File: src/rtl/spi_rx_pkg.sv
// Shared constants, the FIFO entry layout and a FIFO count-width helper for
// the SPI receive front end.
package spi_rx_pkg;

  localparam int SPI_BITS_PER_BYTE = 8;
  localparam int BIT_CNT_W         = $clog2(SPI_BITS_PER_BYTE);

  // FIFO entry when the first-byte flag travels with the data.
  typedef struct packed {
    logic                         first;
    logic [SPI_BITS_PER_BYTE-1:0] data;
  } rx_entry_t;

  // Occupancy needs one extra bit so that "full" is distinguishable from "empty".
  function automatic int fifo_count_w(input int depth);
    return $clog2(depth) + 1;
  endfunction

endpackage

File: src/rtl/spi_rx_frontend_if.sv
// Byte stream from the SPI front end to the video/command processor.
interface spi_rx_frontend_if;
  import spi_rx_pkg::*;

  logic [SPI_BITS_PER_BYTE-1:0] rx_data;
  logic                         rx_first;
  logic                         rx_valid;
  logic                         rx_ready;

  // Transfer happens on a clock where rx_valid && rx_ready; while rx_valid is
  // high and rx_ready low, rx_data/rx_first hold steady and rx_valid stays up.
  modport master (output rx_data, output rx_first, output rx_valid, input rx_ready);
  modport slave  (input rx_data, input rx_first, input rx_valid, output rx_ready);

endinterface

File: src/rtl/spi_rx_fifo.sv
// Synchronous FIFO with a registered head output: a push into an empty FIFO
// becomes visible on the following cycle, never bypassed.
module spi_rx_fifo
  import spi_rx_pkg::*;
#(
  parameter int DEPTH = 16,
  parameter int WIDTH = 8
) (
  input  logic                             clock,
  input  logic                             reset_n,
  input  logic                             push,
  input  logic [WIDTH-1:0]                 push_data,
  input  logic                             pop,
  output logic [WIDTH-1:0]                 head,
  output logic                             full,
  output logic                             empty,
  output logic [fifo_count_w(DEPTH)-1:0]   count
);

  localparam int AW = $clog2(DEPTH);
  localparam int CW = fifo_count_w(DEPTH);

  logic [WIDTH-1:0] mem [DEPTH];
  logic [AW-1:0]    wr_ptr;
  logic [AW-1:0]    rd_ptr;
  logic [AW-1:0]    rd_next;
  logic             do_push;
  logic             do_pop;

  assign full    = (count == CW'(DEPTH));
  assign empty   = (count == '0);
  assign do_pop  = pop && !empty;
  // A full FIFO still accepts a push when the same cycle frees a slot.
  assign do_push = push && (!full || do_pop);
  assign rd_next = rd_ptr + 1'b1;

  always_ff @(posedge clock) begin
    if (do_push) begin
      mem[wr_ptr] <= push_data;
    end
  end

  always_ff @(posedge clock or negedge reset_n) begin
    if (!reset_n) begin
      wr_ptr <= '0;
      rd_ptr <= '0;
      count  <= '0;
      head   <= '0;
    end else begin
      if (do_push) wr_ptr <= wr_ptr + 1'b1;
      if (do_pop)  rd_ptr <= rd_next;

      case ({do_push, do_pop})
        2'b10:   count <= count + 1'b1;
        2'b01:   count <= count - 1'b1;
        default: count <= count;
      endcase

      // Keep head equal to the entry that will sit at rd_ptr after this edge.
      if (do_pop) begin
        if (count == CW'(1)) begin
          if (do_push) head <= push_data;
        end else begin
          head <= mem[rd_next];
        end
      end else if (empty && do_push) begin
        head <= push_data;
      end
    end
  end

endmodule

File: src/rtl/spi_rx_frontend.sv
// SPI mode-0 slave receive front end: oversampled SCK/MOSI/CS, byte
// deserializer, receive FIFO and status byte on MISO. Optional macro
// SPI_RX_FIRST_FLAG_EN carries a first-byte-of-frame flag through the FIFO.
module spi_rx_frontend
  import spi_rx_pkg::*;
#(
  parameter int FIFO_DEPTH  = 16,
  parameter int SYNC_STAGES = 2
) (
  input  logic                spi_sck,
  input  logic                spi_mosi,
  input  logic                spi_cs,
  output logic                spi_miso,
  input  logic [7:0]          status_in,
  spi_rx_frontend_if.master   rx,
  output logic                overflow,
  input  logic                overflow_clear,
  output logic                busy,
  input  logic                clock,
  input  logic                reset_n
);

  localparam int CW = fifo_count_w(FIFO_DEPTH);
`ifdef SPI_RX_FIRST_FLAG_EN
  localparam int ENTRY_W = $bits(rx_entry_t);
`else
  localparam int ENTRY_W = SPI_BITS_PER_BYTE;
`endif

  logic [SYNC_STAGES-1:0] sck_sync;
  logic [SYNC_STAGES-1:0] mosi_sync;
  logic [SYNC_STAGES-1:0] cs_sync;
  logic                   sck_d;
  logic                   cs_d;
  logic                   sck_s;
  logic                   mosi_s;
  logic                   cs_s;
  logic                   sck_rise;
  logic                   sck_fall;
  logic                   cs_fall;

  // Sync chains reset low so that a CS already low at reset release is not
  // mistaken for a fresh frame start.
  always_ff @(posedge clock or negedge reset_n) begin
    if (!reset_n) begin
      sck_sync  <= '0;
      mosi_sync <= '0;
      cs_sync   <= '0;
      sck_d     <= 1'b0;
      cs_d      <= 1'b0;
    end else begin
      sck_sync  <= {sck_sync[SYNC_STAGES-2:0], spi_sck};
      mosi_sync <= {mosi_sync[SYNC_STAGES-2:0], spi_mosi};
      cs_sync   <= {cs_sync[SYNC_STAGES-2:0], spi_cs};
      sck_d     <= sck_sync[SYNC_STAGES-1];
      cs_d      <= cs_sync[SYNC_STAGES-1];
    end
  end

  assign sck_s    = sck_sync[SYNC_STAGES-1];
  assign mosi_s   = mosi_sync[SYNC_STAGES-1];
  assign cs_s     = cs_sync[SYNC_STAGES-1];
  assign sck_rise = sck_s & ~sck_d;
  assign sck_fall = ~sck_s & sck_d;
  assign cs_fall  = ~cs_s & cs_d;

  logic                         active;
  logic [BIT_CNT_W-1:0]         bit_cnt;
  logic [SPI_BITS_PER_BYTE-1:0] mosi_sr;
  logic [SPI_BITS_PER_BYTE-1:0] miso_sr;
  logic [SPI_BITS_PER_BYTE-1:0] next_byte;
  logic                         push_q;
  logic [ENTRY_W-1:0]           push_data_q;
`ifdef SPI_RX_FIRST_FLAG_EN
  logic                         first_lat;
`endif

  assign next_byte = {mosi_sr[SPI_BITS_PER_BYTE-2:0], mosi_s};

  // active: a CS falling edge has been seen and CS is still low.
  always_ff @(posedge clock or negedge reset_n) begin
    if (!reset_n) begin
      active      <= 1'b0;
      bit_cnt     <= '0;
      mosi_sr     <= '0;
      miso_sr     <= '0;
      spi_miso    <= 1'b0;
      push_q      <= 1'b0;
      push_data_q <= '0;
`ifdef SPI_RX_FIRST_FLAG_EN
      first_lat   <= 1'b0;
`endif
    end else begin
      push_q <= 1'b0;
      if (cs_fall) begin
        active   <= 1'b1;
        bit_cnt  <= '0;
        miso_sr  <= status_in;
        spi_miso <= status_in[7];
`ifdef SPI_RX_FIRST_FLAG_EN
        first_lat <= 1'b1;
`endif
      end else if (cs_s) begin
        active  <= 1'b0;
        bit_cnt <= '0;
      end else if (active) begin
        if (sck_rise) begin
          mosi_sr <= next_byte;
          bit_cnt <= bit_cnt + 1'b1;
          if (bit_cnt == BIT_CNT_W'(SPI_BITS_PER_BYTE - 1)) begin
            push_q <= 1'b1;
`ifdef SPI_RX_FIRST_FLAG_EN
            push_data_q <= {first_lat, next_byte};
            first_lat   <= 1'b0;
`else
            push_data_q <= next_byte;
`endif
          end
        end
        // Zero fill means MISO idles at 0 once the status byte is out.
        if (sck_fall) begin
          miso_sr  <= {miso_sr[SPI_BITS_PER_BYTE-2:0], 1'b0};
          spi_miso <= miso_sr[SPI_BITS_PER_BYTE-2];
        end
      end
    end
  end

  logic [ENTRY_W-1:0] head;
  logic               fifo_full;
  logic               fifo_empty;
  logic [CW-1:0]      fifo_count;
  logic               pop;

  assign pop = rx.rx_valid && rx.rx_ready;

  spi_rx_fifo #(
    .DEPTH (FIFO_DEPTH),
    .WIDTH (ENTRY_W)
  ) u_fifo (
    .clock     (clock),
    .reset_n   (reset_n),
    .push      (push_q),
    .push_data (push_data_q),
    .pop       (pop),
    .head      (head),
    .full      (fifo_full),
    .empty     (fifo_empty),
    .count     (fifo_count)
  );

  always_ff @(posedge clock or negedge reset_n) begin
    if (!reset_n) begin
      overflow <= 1'b0;
    end else if (overflow_clear) begin
      overflow <= 1'b0;
    end else if (push_q && fifo_full && !pop) begin
      overflow <= 1'b1;
    end
  end

  assign rx.rx_valid = ~fifo_empty;
  assign busy        = active | (fifo_count != '0);

`ifdef SPI_RX_FIRST_FLAG_EN
  rx_entry_t head_entry;
  assign head_entry  = head;
  assign rx.rx_data  = head_entry.data;
  assign rx.rx_first = head_entry.first;
`else
  assign rx.rx_data  = head;
  assign rx.rx_first = 1'b0;
`endif

endmodule

File: src/flat_wrapper.sv
// flat-port wrapper written by rule: the top's interface ports become plain ports
module spi_rx_frontend_flat import spi_rx_pkg::*;
#(
  parameter int FIFO_DEPTH  = 16,
  parameter int SYNC_STAGES = 2
)
  (spi_sck, spi_mosi, spi_cs, spi_miso, status_in, overflow, overflow_clear, busy, clock, reset_n, rx_rx_data, rx_rx_first, rx_rx_valid, rx_rx_ready);
  spi_rx_frontend_if rx_i ();
  input  logic spi_sck;
  input  logic spi_mosi;
  input  logic spi_cs;
  output logic spi_miso;
  input  logic [7:0] status_in;
  output logic overflow;
  input  logic overflow_clear;
  output logic busy;
  input  logic clock;
  input  logic reset_n;
  output wire logic [$bits(rx_i.rx_data)-1:0] rx_rx_data;
  output wire logic [$bits(rx_i.rx_first)-1:0] rx_rx_first;
  output wire logic [$bits(rx_i.rx_valid)-1:0] rx_rx_valid;
  input wire logic [$bits(rx_i.rx_ready)-1:0] rx_rx_ready;
  assign rx_rx_data = rx_i.rx_data;
  assign rx_rx_first = rx_i.rx_first;
  assign rx_rx_valid = rx_i.rx_valid;
  assign rx_i.rx_ready = rx_rx_ready;
  spi_rx_frontend #(.FIFO_DEPTH(FIFO_DEPTH), .SYNC_STAGES(SYNC_STAGES)) u_core (.spi_sck(spi_sck), .spi_mosi(spi_mosi), .spi_cs(spi_cs), .spi_miso(spi_miso), .status_in(status_in), .rx(rx_i), .overflow(overflow), .overflow_clear(overflow_clear), .busy(busy), .clock(clock), .reset_n(reset_n));
endmodule
File: config.mk
export PLATFORM = sky130hd
export DESIGN_NAME = spi_rx_frontend_flat
export DESIGN_NICKNAME = d
export VERILOG_FILES = /design/src/rtl/spi_rx_pkg.sv /design/src/rtl/spi_rx_frontend_if.sv /design/src/rtl/spi_rx_fifo.sv /design/src/rtl/spi_rx_frontend.sv /design/src/flat_wrapper.sv
export SDC_FILE = /design/constraint.sdc
export NUM_CORES = 1
export LEC_CHECK = 0
export CAP_MARGIN = 20
export CORE_ASPECT_RATIO = 1.5
export CORE_MARGIN = 4
export CORE_UTILIZATION = 48
export CTS_CLUSTER_SIZE = 40
export DETAILED_ROUTE_END_ITERATION = 16
export HOLD_SLACK_MARGIN = 0.12
export PLACE_DENSITY = 0.68
export SYNTH_ARGS = -nofsm -noshare
export SYNTH_HDL_FRONTEND = slang
export SYNTH_SLANG_ARGS = --single-unit
File: constraint.sdc
create_clock -name clock -period 2.7 [get_ports clock]
set_input_delay 0.27 -clock clock [delete_from_list [all_inputs] [get_ports clock]]
set_output_delay 0.27 -clock clock [all_outputs]
set_load 0.005 [all_outputs]
# After elaboration in Yosys (flattened, before gate mapping)

Memories as Yosys holds them, arrays and structs flattened.
Cells that the tools add are included.

Flip-flop bits (word level): 58
RAM bits: 128
Input bits: 15
Output and inout bits: 13
Logic and storage cells: 92
Memories: 1

Add/sub/neg operators: 5
Eq/ne operators: 7
Muxes and demuxes: 28
Bitwise operators: 9
Reductions and logical operators: 25

Memory list:

| memory            | words | width | rd ports | clocked after Yosys merged registers in | write ports | RTL line          | RTL |
|---|---|---|---|---|---|---|---|
| u_core.u_fifo.mem | 16    | 8     | 1        | 0                                       | 1           | spi_rx_fifo.sv:23 | `logic [WIDTH-1:0] mem [DEPTH];` |

Operator list:

| operator                                                               | number |
|---|---|
| 8-bit two-way mux                                                      | 4 |
| 7-bit two-way mux                                                      | 4 |
| 1-bit two-way mux                                                      | 15 |
| 3-bit two-way mux                                                      | 4 |
| 2-bit nonzero test                                                     | 6 |
| 5-bit one-hot mux with 2 select lines                                  | 1 |
| 4-bit by 1-bit adder with 4-bit output (second input constant)         | 2 |
| 1-bit logical AND                                                      | 6 |
| 3-bit nonzero test                                                     | 2 |
| 5-bit by 1-bit adder with 5-bit output (second input constant)         | 1 |
| 5-bit by 1-bit equality test with 1-bit output (second input constant) | 1 |
| 5-bit equality test (second input constant)                            | 1 |
| 5-bit logical NOT                                                      | 1 |
| 1-bit inverter                                                         | 5 |
| 5-bit AND reduction                                                    | 1 |
| 5-bit nonzero test                                                     | 1 |
| 5-bit by 1-bit subtractor with 5-bit output (second input constant)    | 1 |
| 2-bit AND reduction                                                    | 2 |
| 4-bit AND reduction                                                    | 1 |
| 3-bit by 1-bit adder with 3-bit output (second input constant)         | 1 |
| 1-bit AND                                                              | 3 |
| 3-bit equality test (second input constant)                            | 1 |
| 1-bit logical NOT                                                      | 3 |
| 3-bit inequality test (second input constant)                          | 1 |
| 6 further kinds                                                        | 6 |

# Longest topological paths before layout

Gate-level depths: netlist of run 1.

Word-level depth: 9
Gate-level depth with buffers: 8
Depth with buffers taken out: 8

# Hierarchy

From an unflattened synthesis of run 1, not the netlist that was laid out.

Cells, all modules: 446
Area total of the unflattened synthesis: 7672.4 µm²

Modules (own cells, without submodules):

| module          | times used | cells an instance | area each (µm²) | sequential area each (µm²) |
|---|---|---|---|---|
| spi_rx_fifo     | 1          | 338               | 6207.2          | 4369.2 |
| spi_rx_frontend | 1          | 108               | 1465.2          | 925.9 |

# Least setup slack after synthesis of run 1

Ideal clock, no wire load.

Path type: register to register
From: reg u_core.u_fifo.count[0]
To: mem u_core.u_fifo.mem[3][0], enable pin
Library setup time: 383 ps
Arrival: 2121 ps
Data required time: 2317 ps
Path slack: 195 ps
Stages on the path, launching flop included: 8
Buffers on the path: 0
Clock period less this slack: 2505 ps
Path through: dfrtp_1 inv_1 ha_1 or3b_4 nor3_1 nor2_1 nand2_1 nor3_1

Longest elaborated chain between the ends: 8
Elaborated cells on any way between the ends: 11
Classes of those cells: eq/ne (1); mux (2); bitwise (1); reduce/logical (7)

RTL lines:

| item                                      | RTL line               | RTL |
|---|---|---|
| start: declaration                        | spi_rx_fifo.sv:17      | `output logic [fifo_count_w(DEPTH)-1:0] count` |
| start signal: assignment                  | spi_rx_fifo.sv:54      | `2'b10: count <= count + 1'b1;` |
| start signal: assignment                  | spi_rx_fifo.sv:55      | `2'b01: count <= count - 1'b1;` |
| start signal: assignment                  | spi_rx_fifo.sv:56      | `default: count <= count;` |
| 5-bit logical NOT                         | spi_rx_fifo.sv:31      | `assign empty = (count == '0);` |
| 1-bit inverter                            | spi_rx_frontend.sv:162 | `assign rx.rx_valid = ~fifo_empty;` |
| 1-bit logical AND                         | spi_rx_frontend.sv:135 | `assign pop = rx.rx_valid && rx.rx_ready;` |
| 1-bit logical AND                         | spi_rx_fifo.sv:32      | `assign do_pop = pop && !empty;` |
| 1-bit logical OR *                        | spi_rx_fifo.sv:34      | `assign do_push = push && (!full \|\| do_pop);` |
| 1-bit logical AND *                       | spi_rx_fifo.sv:34      |  |
| 1-bit two-way mux *                       | spi_rx_fifo.sv:38      | `if (do_push) begin` |
| 1-bit two-way mux (implied by the code) * | spi_rx_fifo.sv:39      | `mem[wr_ptr] <= push_data;` |
| end: declaration                          | spi_rx_fifo.sv:23      |  |

Mark *: on every way between the ends. The rest lies on a longest branch, timed or not.

# Worst setup path after layout of run 1

From: reg u_core.u_fifo.count[1]
To: out busy

Longest elaborated chain between the ends: 2

RTL lines:

| item               | RTL line               | RTL |
|---|---|---|
| 5-bit nonzero test | spi_rx_frontend.sv:163 | `assign busy = active \| (fifo_count != '0);` |
| 1-bit bitwise OR   | spi_rx_frontend.sv:163 |  |
| end: declaration   | flat_wrapper.sv:16     | `output logic busy;` |

Every way passes these cells.

==> results of run 1 <==
==> what timing repair did <==
action,4_1_cts,5_1_grt
endpoints found under the hold margin,28,0
hold buffers,1,0
gates resized for setup,0,2
endpoints found under the setup margin,0,49
==> where the power goes <==
group          internal [mW]  switching [mW]  total [mW]  leakage [nW]
registers               3.18           0.197        3.38          2.12
logic                  0.763           0.814        1.58          1.12
clock network           1.33            1.15        2.47         0.290
total                   5.27            2.16        7.43          3.54
==> synthesized netlist by cell type (6+ instances only) <==
cell      number  area, sq um
xnor2_1        9         78.8
o22ai_1       16          100
buf_2          6         30.0
mux2_1         8         90.1
mux4_2        32          721
ha_1          11          138
nor2_1        21         78.8
nand2_1       48          180
dfrtp_1       58         1450
edfxtp_1     128         3840
o31a_1         8         70.1
mux2i_1       17          170
o21ai_0        9         45.0
clkbuf_1       6         22.5
inv_1         41          154
nor3_1         8         40.0
==> how the worst min path moves through the flow <==
stage,to,slack [ps],cells after the start
finish,u_core.cs_sync[0]$_DFF_PN0_,260,1
global route,u_core.cs_sync[0]$_DFF_PN0_,250,1
CTS,u_core.cs_sync[0]$_DFF_PN0_,250,1
detailed placement,u_core.cs_sync[1]$_DFF_PN0_,340,0
global placement,u_core.sck_sync[1]$_DFF_PN0_,330,0
floorplan,u_core.active$_DFFE_PN0N_,-30,0
==> kinds of logic after synthesis <==
group | count (synthesis) | synth area share [%]
compound gates | 49 | 4.91
xor+xnor | 11 | 1.36
other cells | 1 | 0.0490
simple gates | 102 | 6.35
mux | 58 | 13.0
fa+ha+maj | 11 | 1.80
buf+inv | 61 | 3.35
flops | 186 | 69.2
==> worst max-delay path, delay by kind of cell (launching register included) <==
family / cells / cell delay [ps]
flops: 1 / 440
buf+inv: 2 / 600
simple gates: 2 / 450
fa+ha+maj: 1 / 220
==> layout make-up <==
cell class | count | share of cell area (%)
flip-flops and latches | 186 | 59.6
repair buffers | 49 | 5.12
multi-input cells | 232 | 23.8
inverters | 43 | 1.83
clock buffers | 17 | 4.79
clock inverters | 15 | 2.00
well taps | 203 | 2.86
==> per-layer routing <==
metal  up-vias  GRT usage (%)
li1       1869              -
met1      2065           19.1
met2        92           30.1
met3        28           3.49
met4         0           9.13
met5         -              0
==> per-stage QoR <==
stage	instance area [sq um]	total power [mW]
6_report	8890	7.43
5_1_grt	8890	7.80
4_1_cts	8880	7.50
3_5_place_dp	8260	5.03
3_3_place_gp	8260	4.96
2_1_floorplan	7650	4.55
==> sequential cells by signal (all words and copies together), names as in the netlist, 2 cells and up <==
signal	count
u_core.bit_cnt	3
u_core.cs_sync	2
u_core.miso_sr	7
u_core.mosi_sr	7
u_core.mosi_sync	2
u_core.push_data_q	8
u_core.sck_sync	2
u_core.u_fifo.count	5
u_core.u_fifo.head	8
u_core.u_fifo.mem	128
u_core.u_fifo.rd_ptr	4
u_core.u_fifo.wr_ptr	4
==> impl_metrics.toml, run 1 <==
[layout]
ff_latch_area_sq_mm = 0.00530
final_cells = 745
diodes = 0
drive_above_1_share_pct = 19.2
multiInputGateArea_sq_mm = 0.00212
num-fill-cells = 1222
mostFrequentLayoutCells = "edfxtp_1, dfrtp_1, nand2_1"
final_util_pct = 56.9
fin_nets = 555
final_common_cell = "edfxtp_1"
area_growth_pct = 16.2

[clock_network]
cts_inserted_buffers = 17
cts_setup_buffers = 0
path_clk_slew_ps = 70
h-tree-depth = 4
cts.sinks = 186
cts-root-buf = "clkbuf_16"
tritoncts = "built"
clk_path_buf_depth = 2
clk_latency_ps = 440

[worst_setup_path]
worst_ep_required_time_ps = 2430
cp.arrival_ps = 2150
critical_path_class = "reg -> out"
slowest_stage = "clkdlybuf4s50_1"
crit_path_start_kind = "flop"
crit-reg2reg-capture = "u_core.u_fifo.mem[2][7]$_DFFE_PP_"
r2r_cells = 8
r2r_start = "u_core.u_fifo.count[0]$_DFFE_PN0P_"
crit_path_end_kind = "output port"
critPathMaxStageDelay_ps = 470
reg2reg_slack_ps = 300
crit_chain = "inv_1 > ha_1 > nor4b_4 > nand2b_1 > clkdlybuf4s50_1"
crit_end = "busy"
setup.worst_path.start = "u_core.u_fifo.count[1]$_DFFE_PN0P_"
path_max_fanout = 6

[detailed_routing]
totalWireLength_microns = 14400
postRouteAntennaNets = 0
dr_total_vias = 4054
vias_per_cell = 5.44
wl_met3_microns = 591
dr.first_iter.drc_count = 244
wl_met2_microns = 7920
post_drt_wl_per_cell_microns = 19.3
drc = 0
top_layer = "met4"
drtPass1Iterations = 5
m1WireLength_microns = 5320

[logic_synthesis]
synth_area_sq_mm = 0.00765
synth.distinct_cells = 52
ys_warn_count = 0
ys.flop_type = "edfxtp_1"
synth-async-reset-ratio_pct = 31.2
ys_ff_latch = 186
synth_seq_area_share_pct = 69.2
synth_edf_count = 128
synth.avg_cell_area_sq_um = 16.0
synthCells = 479
synthesis.nets = 505

[sta]
whs_ps = 263
min_period_over_period_pct = 89.4
setup_ws_ps = 285
finClkSkew_ps = 13.9
timing.fmax_mhz = 414
setup_viol = 0
maxSlewHeadroom_pct = 46.2
rsz0062_at_grt = "no"
hold_violations = 0
final.min_clock_period_ps = 2420
worst_slew_pin_slew_ps = 805
timing.final.max_slew_violations = 0
tns_ps = 0

[die]
rows = 56
dieArea_sq_mm = 0.0181
core_area_sq_mm = 0.0156
pin_count = 28
die_w_microns = 111
die-height_microns = 163
initial_core_util_pct = 49.0

[grt]
gr-total-overflow = 0
grt_pass1_wl_microns = 23000
grt_pass1_vias = 4281
grt_max_degree = 36
antenna_found_initial = 0
grt_usage_pct = 16.9

[run]
max_cap_violations = 0

[pwr]
power_density_mw_per_mm2 = 836
leakagePower_nw = 3.54
ir_drop_mv = 1.21

[run_status]
status = "finished clean"

[min_path]
min_path_type = "in -> reg"
min_from = "spi_cs"

[placement]
dpl.hpwl_microns = 10000
numPlacedInstances = 712
gp_congestion = 0.932
pre_cts_ws_ps = 184
io_buffer_count = 26
No activity file was read; power rests on OpenSTA's default activity.
==> inputs of run 2 (changes only) <==
Settings changed: CTS_CLUSTER_DIAMETER from default to 60, SYNTH_HIERARCHICAL from default to 1.
==> run 2 against run 1 <==
Compared with the run above: via count up 0.74%; worst setup slack got worse by 48 ps; die area up 0.28%; synthesized cell count fell by 6.9%; first-iteration DRC count increased by 3.7%; sequential power hardly changed; largest cell class unchanged; cell area fell by 0.35%; synthesized area is 0.29% higher; utilization decreased by 0.45 points; fmax fell by 2.0%.
==> impl_metrics.toml, run 2 <==
[run_status]
status = "finished clean"

[pwr]
p_clk_share_pct = 31.2
switching_power_mw = 2.12
leakagePower_nw = 3.52
power_density_mw_per_mm2 = 835
ir_drop_mv = 0.500
swShare_pct = 28.6
power.total_mw = 7.40
internal-power_mw = 5.28
p_comb_share_pct = 23.1
seq_power_share_pct = 45.7

[layout]
num-fill-cells = 1219
area_growth_pct = 15.4
mostFrequentLayoutCells = "edfxtp_1, dfrtp_1, mux4_2"
drive_above_1_share_pct = 23.7
reg_top3 = "u_core/u_fifo/mem x128, u_core/push_data_q x8, u_core/u_fifo/head x8"
fin_nets = 527
final_common_cell = "edfxtp_1"
largest_register = "u_core/u_fifo/mem"
diodes = 0
largest_reg_flops = 128

[grt]
met2_usage_pct = 32.1
grt_pass1_vias = 4257
met1_usage_pct = 21.4
gr-total-overflow = 0
top_usage_layer = "met2"
grt_usage_pct = 17.8
antenna_found_initial = 0
grt.met3_usage_pct = 3.53
grt_pass1_wl_microns = 24300
grt_max_degree = 42

[sta]
worst_slew_pin_slew_ps = 792
min_period_over_period_pct = 91.2
tns_ps = 0
hold_violations = 0
rsz0062_at_grt = "no"
setup_viol = 0
finClkSkew_ps = 13.2
final.min_clock_period_ps = 2460
timing.fmax_mhz = 406
maxSlewHeadroom_pct = 47.2
timing.final.max_slew_violations = 0

[detailed_routing]
drc = 0
post_drt_wl_per_cell_microns = 21.1
drtPass1Iterations = 5
postRouteAntennaNets = 0
dr.first_iter.drc_count = 253
totalWireLength_microns = 15200
vias_per_cell = 5.70
dr_total_vias = 4084

[logic_synthesis]
synth_top_family_by_area = "multiplexers"
ys_ff_latch = 186
yosysTopAreaCellShare_pct = 50.1
synth_adder_area_share_pct = 1.79
synth_xor_area_share_pct = 1.14
synth_seq_area_share_pct = 69.0
synth_simple_gate_area_share_pct = 5.41
synth_edf_count = 128
synth.distinct_cells = 55
ys_warn_count = 6
ys.flop_type = "edfxtp_1"
yosysTopAreaCell = "edfxtp_1"
yosysMostFrequentCell = "edfxtp_1"
synth-compound-area-share_pct = 6.98
synthesis.nets = 472
synth_area_sq_mm = 0.00767
synth_area_leaders = "edfxtp_1, dfrtp_1, mux4_2"
synth-async-reset-ratio_pct = 31.2
synth_mux_area_share_pct = 13.0
synthCells = 446
synth.avg_cell_area_sq_um = 17.2
synth_common_cells = "edfxtp_1, dfrtp_1, mux4_2"

[worst_setup_path]
critical_path_class = "reg -> reg"
r2r_cells = 10
reg2reg_slack_ps = 240
crit_top_cell = "inv_1"
slowest_stage = "dfrtp_1"
crit_path_end_kind = "flop"
cp.arrival_ps = 2590
crit_chain = "inv_1 > ha_1 > nor4b_4 > nand2b_1 > inv_1 > inv_1 > a41oi_2 > nand2_1 > nor3_1 > buf_4"
critPathMaxStageDelay_ps = 400
path_max_fanout = 8
crit_path_start_kind = "flop"
worst_ep_required_time_ps = 2830

[clock_network]
h-tree-depth = 4
cts.sinks = 186
path_clk_slew_ps = 70
tritoncts = "built"
cts_setup_buffers = 0
clk_latency_ps = 420
cts_inserted_buffers = 17
cts-root-buf = "clkbuf_16"
clk_path_buf_depth = 2

[die]
die-height_microns = 163
rows = 56
dieArea_sq_mm = 0.0181
pin_count = 28
core_area_sq_mm = 0.0157
die_w_microns = 111
initial_core_util_pct = 48.9

[run]
max_cap_violations = 0

[placement]
dpl.hpwl_microns = 10600
io_buffer_count = 26
gp_congestion = 0.797

[min_path]
min_path_type = "in -> reg"
worst_hold_path.num_cells = 1
run 2: cell types whose count changed in the layout (fill, tap and decap cells not counted), sizes merged, moves of 8 or more:
cell / before / now
a41oi: 0 / 9
o22ai: 16 / 2
o211a: 0 / 8
a22oi: 0 / 8
nand2: 49 / 12
inv: 50 / 13
buf: 23 / 33
o31a: 8 / 0
run 2: worst paths after layout:
| path | startpoint | end |
|---|---|---|
| max | u_core/u_fifo/count[1]$_DFFE_PN0P_ | u_core/u_fifo/mem[3][4]$_DFFE_PP_ |
| min | spi_sck | u_core/sck_sync[0]$_DFF_PN0_ |
| max reg2reg | u_core/u_fifo/count[1]$_DFFE_PN0P_ | u_core/u_fifo/mem[3][4]$_DFFE_PP_ |
| min reg2reg | u_core/mosi_sync[0]$_DFF_PN0_ | u_core/mosi_sync[1]$_DFF_PN0_ |
| max in group asynchronous | reset_n | u_core/miso_sr[0]$_DFFE_PN0P_ |
| min in group asynchronous | reset_n | u_core/u_fifo/count[1]$_DFFE_PN0P_ |
run 2: per-layer routing:
layer  vias to the layer above  share of wire [%]
li1                       1861                  -
met3                        15                4.1
met2                       102                 56
met5                         -                  0
met1                      2106                 39
met4                         0                1.7
run 2: critical path, delay by kind of cell, from the launching register on:
kind / cells / cell delay (ps)
DFF: 1 / 400
and+or+nand+nor: 4 / 710
AOI/OAI and AO/OA: 1 / 320
buffers and inverters: 4 / 480
adders and majority gates: 1 / 240
run 2: per-stage QoR:
step | setup WS, ps | cell area [sq um] | util [%] | std cells | hold WS, ps
CTS | 208 | 8860 | 56.4 | 717 | 270
detailed placement | 296 | 8290 | 52.8 | 684 | 243
global route | 84.5 | 8860 | 56.4 | 717 | 281
global placement | 316 | 8290 | 52.8 | 684 | 238
floorplan | -162 | 7680 | - | 446 | -25.6
finish | 237 | 8860 | 56.4 | 717 | 287
run 2: cells by family after synthesis:
logic type / count (synthesis)
compound gates: 73
xor+xnor: 10
fa+ha+maj: 11
buf+inv: 33
flops: 186
mux: 58
other cells: 1
simple gates: 74
run 2: layout make-up:
class,count,area [sq um],share of cell area (%)
flip-flops and latches,186,5300,59.8
well taps,203,254,2.87
repair buffers,59,531,5.99
clock inverters,15,126,1.43
multi-input cells,227,2190,24.7
inverters,10,37.5,0.424
clock buffers,17,425,4.80
run 2: power groups by stage:
stage | sequential, mW | combinational [mW] | clock [mW]
after floorplan | 3.38 | 1.20 | 0
after global placement | 3.43 | 1.68 | 0
after detailed placement | 3.43 | 1.73 | 0
after CTS | 3.38 | 1.74 | 2.37
after global routing | 3.40 | 1.85 | 2.50
final | 3.38 | 1.71 | 2.31
run 2: what timing repair did:
item                      4_1_cts  5_1_grt
hold buffers                    1        0
resized for setup               0        0
hold endpoints to repair       17        0
